===== config.mk =====
export PLATFORM = sky130hd
export DESIGN_NAME = mac_dot_sequencer
export DESIGN_NICKNAME = d
export VERILOG_FILES = /design/src/rtl/mac_dot_sequencer_pkg.sv /design/src/rtl/mac_dot_sequencer.sv
export SDC_FILE = /design/constraint.sdc
export NUM_CORES = 1
export LEC_CHECK = 0
export CORE_MARGIN = 2
export CORE_UTILIZATION = 37
export DETAILED_ROUTE_END_ITERATION = 10
export HOLD_SLACK_MARGIN = 0.05
export PLACE_DENSITY = 0.87
export SKIP_LAST_GASP = 1
export SYNTH_ARGS = -nofsm -noshare
export SYNTH_HDL_FRONTEND = slang
export SYNTH_SLANG_ARGS = --single-unit

===== constraint.sdc =====
create_clock -name clk -period 1.7 [get_ports clk]
set_input_delay 0.255 -clock clk [delete_from_list [all_inputs] [get_ports clk]]
set_output_delay 0.255 -clock clk [all_outputs]
set_load 0.02 [all_outputs]

===== src/rtl/mac_dot_sequencer_pkg.sv =====
// Shared definitions for the MAC dot-product sequencer: state encoding,
// operand/accumulator widths and the default product length limit.
package mac_dot_sequencer_pkg;

    localparam int OP_W        = 16;
    localparam int ACC_W       = 36;
    localparam int MAX_LEN_DEF = 16;

    typedef enum logic [1:0] {
        ST_CLEAR = 2'd0,
        ST_RUN   = 2'd1,
        ST_DRAIN = 2'd2,
        ST_DONE  = 2'd3
    } state_t;

endpackage


===== src/rtl/mac_dot_sequencer.sv =====
// Drives operand pairs into a MAC one per cycle, clears the accumulator before
// each dot product and returns the captured sum over a valid/ready result port.
module mac_dot_sequencer
    import mac_dot_sequencer_pkg::*;
#(
    parameter int MAX_LEN = MAX_LEN_DEF,
    parameter int MAC_LAT = 1,
    parameter int CNT_W   = 5
) (
    input  logic             clk,
    input  logic             reset,
    input  logic             in_valid,
    output logic             in_ready,
    input  logic [OP_W-1:0]  in_a,
    input  logic [OP_W-1:0]  in_b,
    input  logic             in_last,
    output logic [OP_W-1:0]  mac_a,
    output logic [OP_W-1:0]  mac_b,
    output logic             mac_clr,
    input  logic [ACC_W-1:0] mac_acc,
    output logic             res_valid,
    input  logic             res_ready,
    output logic [ACC_W-1:0] res_data,
    output logic [CNT_W-1:0] res_count,
    output logic             res_trunc
);

    localparam int DW = $clog2(MAC_LAT + 2) + 1;

    state_t           state, state_nx;
    logic [CNT_W-1:0] count;
    logic [DW-1:0]    dcnt;
    logic             beat;
    logic             terminal;
    logic             drain_done;

    // Handshake and clear are pure decodes of the state register, so they
    // come up in their reset values as soon as the state does.
    assign in_ready   = (state == ST_RUN);
    assign mac_clr    = (state == ST_CLEAR);
    assign beat       = in_valid & in_ready;
    assign terminal   = beat & (in_last | (count == CNT_W'(MAX_LEN - 1)));
    assign drain_done = (state == ST_DRAIN) && (dcnt == DW'(MAC_LAT + 1));

    always_ff @(posedge clk or negedge reset) begin
        if (!reset) state <= ST_CLEAR;
        else        state <= state_nx;
    end

    always_comb begin
        state_nx = state;
        case (state)
            ST_CLEAR: state_nx = ST_RUN;
            ST_RUN:   if (terminal) state_nx = ST_DRAIN;
            ST_DRAIN: if (drain_done) state_nx = ST_DONE;
            ST_DONE:  if (res_valid && res_ready) state_nx = ST_CLEAR;
            default:  state_nx = ST_CLEAR;
        endcase
    end

    always_ff @(posedge clk or negedge reset) begin
        if (!reset) begin
            mac_a     <= '0;
            mac_b     <= '0;
            count     <= '0;
            dcnt      <= '0;
            res_valid <= 1'b0;
            res_data  <= '0;
            res_count <= '0;
            res_trunc <= 1'b0;
        end else begin
            // Zero operands on idle cycles keep the accumulator holding.
            mac_a <= beat ? in_a : '0;
            mac_b <= beat ? in_b : '0;
            case (state)
                ST_CLEAR: count <= '0;
                ST_RUN: begin
                    if (beat) count <= count + CNT_W'(1);
                    if (terminal) begin
                        res_trunc <= ~in_last;
                        dcnt      <= '0;
                    end
                end
                ST_DRAIN: begin
                    // Capture only after the last product has reached mac_acc.
                    if (drain_done) begin
                        res_data  <= mac_acc;
                        res_count <= count;
                        res_valid <= 1'b1;
                    end else begin
                        dcnt <= dcnt + DW'(1);
                    end
                end
                ST_DONE: if (res_ready) res_valid <= 1'b0;
                default: ;
            endcase
        end
    end

endmodule


==> flow_results.xml <==
<?xml version="1.0" encoding="UTF-8"?>
<metrics>
  <group name="outcome">
    <metric name="status" unit="">complete, but fails checks</metric>
    <metric name="violated_checks" unit="">setup timing</metric>
  </group>
  <group name="sta">
    <metric name="grt_setup_unrepaired" unit="">yes</metric>
    <metric name="worst_pin_slew" unit="ns">0.455</metric>
    <metric name="final.setup_skew" unit="ns">0.00887</metric>
    <metric name="final.hold.worst_slack" unit="ns">0.451</metric>
    <metric name="timing_hold_violations_final" unit="">0</metric>
    <metric name="clock.fmax" unit="MHz">584</metric>
    <metric name="finalWorstPathRequiredPeriod" unit="ns">1.71</metric>
    <metric name="period_share" unit="">1.01</metric>
    <metric name="finalMaxSlewViolations" unit="">0</metric>
    <metric name="post-route-worst-setup-slack" unit="ns">-0.0133</metric>
    <metric name="timing.final.setup_violations" unit="">1</metric>
    <metric name="slew_headroom" unit="">0.697</metric>
  </group>
  <group name="setup_path">
    <metric name="slack_of_the_worst_reg_to_reg_path" unit="ns">-0.01</metric>
    <metric name="worstPathRequired" unit="ns">1.93</metric>
    <metric name="endpoint_kind" unit="">flop</metric>
    <metric name="cp_max_fo" unit="">2</metric>
    <metric name="rr_endpoint" unit="">state[1]</metric>
    <metric name="crit_path_top_delay_cell" unit="">sky130_fd_sc_hd__dfrtp_1</metric>
    <metric name="setup.worst_path.class" unit="">flop to flop</metric>
    <metric name="worst_setup_path_startpoint" unit="">count[1]</metric>
    <metric name="worstRegToRegCells" unit="">6</metric>
    <metric name="critical_path.n_buffers_inverters" unit="">0</metric>
    <metric name="endpoint" unit="">state[1]</metric>
    <metric name="cells_along_the_critical_path" unit="">ha_2 -&gt; and3_4 -&gt; ha_4 -&gt; o21ai_2 -&gt; a222oi_1 -&gt; mux2_1</metric>
    <metric name="critical-path-top-delay-family" unit="">flip-flops</metric>
    <metric name="crit_start_category" unit="">flop</metric>
    <metric name="cp.arrival" unit="ns">1.95</metric>
    <metric name="slowest_delay" unit="ns">0.37</metric>
    <metric name="wp_depth" unit="">6</metric>
    <metric name="regToRegStartpoint" unit="">count[1]</metric>
  </group>
  <group name="grt">
    <metric name="globalRouteMet3Util" unit="">0.0475</metric>
    <metric name="global_route.peak_usage_layer" unit="">met2</metric>
    <metric name="first_pass_grt_wire_length" unit="um">13100</metric>
    <metric name="pin_count_of_the_biggest_net_entering_global_routing" unit="">86</metric>
    <metric name="first_global_vias" unit="">2686</metric>
    <metric name="grt.total_usage" unit="">0.170</metric>
    <metric name="grt_antenna_before_repair" unit="">0</metric>
    <metric name="grt_overflow_total" unit="">0</metric>
    <metric name="gr-usage-met1" unit="">0.212</metric>
    <metric name="grt.met2_usage" unit="">0.281</metric>
  </group>
  <group name="power_and_ir_drop">
    <metric name="power_switching" unit="mW">2.86</metric>
    <metric name="power_frac_comb" unit="">0.466</metric>
    <metric name="switching_power_share_of_the_total" unit="">0.345</metric>
    <metric name="pwr-share-seq" unit="">0.360</metric>
    <metric name="p_clk_frac" unit="">0.174</metric>
    <metric name="cell_internal_pwr" unit="mW">5.43</metric>
    <metric name="p_leak" unit="nW">2.49</metric>
    <metric name="power_density" unit="mW/mm^2">1550</metric>
    <metric name="total_power" unit="mW">8.28</metric>
    <metric name="vdd_drop_max" unit="mV">0.817</metric>
  </group>
  <group name="cells_and_area">
    <metric name="nFillCells" unit="">691</metric>
    <metric name="multiInputGateArea" unit="sq mm">0.00112</metric>
    <metric name="register_area" unit="sq mm">0.00213</metric>
    <metric name="final_layout_size_suffix_gt1_frac" unit="">0.229</metric>
    <metric name="area_added_between_synthesis_and_finish" unit="%">61.4</metric>
    <metric name="final_net_count" unit="">488</metric>
    <metric name="antenna-diode-count" unit="">0</metric>
  </group>
  <group name="route">
    <metric name="drt_iter0_markers" unit="">57</metric>
    <metric name="wire_per_inst" unit="um">15.3</metric>
    <metric name="drc_errors" unit="">0</metric>
    <metric name="drt.antenna.violating_nets" unit="">0</metric>
    <metric name="vias" unit="">2530</metric>
    <metric name="route.detailed.vias_per_inst" unit="">4.87</metric>
    <metric name="drtPass1Iterations" unit="">4</metric>
    <metric name="routed_wirelength" unit="um">7960</metric>
  </group>
  <group name="job">
    <metric name="cap_viol_max_count" unit="">0</metric>
  </group>
  <group name="clock_tree">
    <metric name="clockRootBuffer" unit="">sky130_fd_sc_hd__clkbuf_8</metric>
    <metric name="clock_tree_from_tritoncts" unit="">done</metric>
    <metric name="worst_skew_pair_latency" unit="ns">0.34</metric>
    <metric name="htree_levels" unit="">3</metric>
    <metric name="clock-sinks" unit="">85</metric>
    <metric name="clockBufferDepth" unit="">2</metric>
    <metric name="clk_pin_slew" unit="ns">0.09</metric>
    <metric name="number_of_buffers_inserted_during_clock_tree_synthesis" unit="">9</metric>
  </group>
  <group name="place">
    <metric name="portBuffers" unit="">149</metric>
    <metric name="detailedPlacementHpwl" unit="um">5730</metric>
    <metric name="gpl.final_weighted_congestion" unit="">0.780</metric>
  </group>
  <group name="yosys">
    <metric name="netlist_area" unit="sq mm">0.00330</metric>
    <metric name="synth_nets" unit="">317</metric>
    <metric name="synthDistinctLibCells" unit="">33</metric>
    <metric name="ys_warn_count" unit="">0</metric>
    <metric name="ys_dominant_reg_cell" unit="">sky130_fd_sc_hd__dfrtp_1</metric>
    <metric name="synth.avg_cell_area" unit="sq um">14.1</metric>
    <metric name="postSynth.asyncResetShare" unit="">1.00</metric>
    <metric name="post_synth_inst_count" unit="">235</metric>
    <metric name="synth.yosys.seq_area_share" unit="">0.644</metric>
    <metric name="ys_ff_latch" unit="">85</metric>
    <metric name="synth-edff-count" unit="">0</metric>
  </group>
  <group name="hold_path">
    <metric name="hold_class" unit="">input pin to asynchronous set/reset pin</metric>
  </group>
  <group name="floorplan">
    <metric name="core_area" unit="sq mm">0.00868</metric>
    <metric name="num_rows" unit="">34</metric>
    <metric name="ioPinCount" unit="">150</metric>
    <metric name="fp.dieW" unit="um">98.5</metric>
    <metric name="floorplan.die.height" unit="um">98.5</metric>
    <metric name="die_area" unit="sq mm">0.00970</metric>
    <metric name="initial_core_util" unit="">0.380</metric>
  </group>
</metrics>
[area by class of cell]
cell class	count	area share
Tap cell	108	0.0254
Clock inverter	6	0.0134
Sequential cell	85	0.399
Clock buffer	10	0.0239
Multi-Input combinational cell	128	0.210
Timing Repair Buffer	174	0.323
Inverter	8	0.00564
[cells in the mapped netlist, drive strengths merged, types with 3 or more instances]
cell type,number,area (sq um)
dfrtp,85,2130
mux2,40,450
and3,33,206
ha,9,113
clkbuf,8,30.0
inv,8,30.0
nand2,8,30.0
o21ai,8,40.0
buf,6,40.0
mux2i,4,40.0
nand3,3,15.0
nor2,3,11.3
[sequential cells by signal, summed over array words and instances, names as in the netlist]
name       count
state          2
count          5
dcnt           3
res_count      5
res_data      36
res_valid      1
mac_b         16
res_trunc      1
mac_a         16
[stage by stage]
stage | TNS (ns) | instance area (sq um) | setup WS, ns | cells | util
3_3_place_gp | 0 | 5080 | 0.0359 | 496 | 0.585
3_5_place_dp | -0.0183 | 5080 | -0.0183 | 496 | 0.585
4_1_cts | -0.0355 | 5300 | -0.0259 | 515 | 0.611
5_1_grt | -0.191 | 5330 | -0.0649 | 519 | 0.614
6_report | -0.0133 | 5330 | -0.0133 | 519 | 0.614
2_1_floorplan | -0.0468 | 3350 | -0.0468 | 235 | -
[worst min path at each step]
stage            start            to  slack, ns
6_report         reset  res_data[16]       0.45
5_1_grt        in_b[1]      mac_b[1]       0.45
4_1_cts        in_a[8]      mac_a[8]       0.44
3_5_place_dp     reset  res_data[16]       0.33
3_3_place_gp     reset  res_data[16]       0.32
2_1_floorplan    reset      count[0]      -0.04
[metal layers]
metal | wire, um | vias to the layer above
li1 | - | 1169
met3 | 568 | 12
met1 | 3250 | 1246
met4 | 150 | 0
met2 | 3990 | 103
met5 | 0 | -
[tightest hold or removal path, cell delays in order]
cell and delay, ns:
sky130_fd_sc_hd__dlygate4sd3_1 0.53, sky130_fd_sc_hd__buf_4 0.12, sky130_fd_sc_hd__buf_12 0.32
[layout by cell type (no fill, tap or decap), types with 2 or more instances in the layout]
| master | count |
|---|---|
| sky130_fd_sc_hd__nor2_1 | 3 |
| sky130_fd_sc_hd__nand3_1 | 3 |
| sky130_fd_sc_hd__buf_12 | 4 |
| sky130_fd_sc_hd__dfrtp_1 | 85 |
| sky130_fd_sc_hd__ha_1 | 5 |
| sky130_fd_sc_hd__ha_2 | 2 |
| sky130_fd_sc_hd__clkbuf_8 | 9 |
| sky130_fd_sc_hd__clkdlybuf4s50_1 | 146 |
| sky130_fd_sc_hd__o211ai_1 | 2 |
| sky130_fd_sc_hd__mux2_2 | 39 |
| sky130_fd_sc_hd__inv_1 | 7 |
| sky130_fd_sc_hd__a31oi_1 | 2 |
| sky130_fd_sc_hd__buf_4 | 21 |
| sky130_fd_sc_hd__o21ai_0 | 7 |
| sky130_fd_sc_hd__clkbuf_2 | 2 |
| sky130_fd_sc_hd__ha_4 | 2 |
| sky130_fd_sc_hd__and3_1 | 32 |
| sky130_fd_sc_hd__nand2_1 | 8 |
| sky130_fd_sc_hd__mux2i_1 | 4 |
| sky130_fd_sc_hd__o22ai_1 | 2 |
[what timing repair did]
item                                    in CTS  in global routing
hold endpoints to repair                    85                  0
gates resized for setup                      3                  5
setup buffers                                2                  4
endpoints found under the setup margin       3                 29
hold buffers                                 1                  0
pin swaps                                    0                  3
[power groups by stage]
| stage | logic [mW] | clock network (mW) | registers (mW) |
|---|---|---|---|
| finish | 3.86 | 1.44 | 2.98 |
| global route | 4.14 | 1.57 | 3.08 |
| CTS | 3.85 | 1.48 | 2.99 |
| detailed placement | 3.85 | 0 | 3.04 |
| global placement | 3.75 | 0 | 2.98 |
| floorplan | 1.26 | 0 | 3.73 |
[cell families (layout without fill, tap and decap cells)]
logic type | Yosys count | count (layout) | synth area share
compound gates | 22 | 22 | 0.0440
buf+inv | 22 | 198 | 0.0303
simple gates | 53 | 53 | 0.0989
mux | 44 | 44 | 0.149
flops | 85 | 85 | 0.644
fa+ha+maj | 9 | 9 | 0.0341
Note: power is estimated with default switching activity, not from simulation.
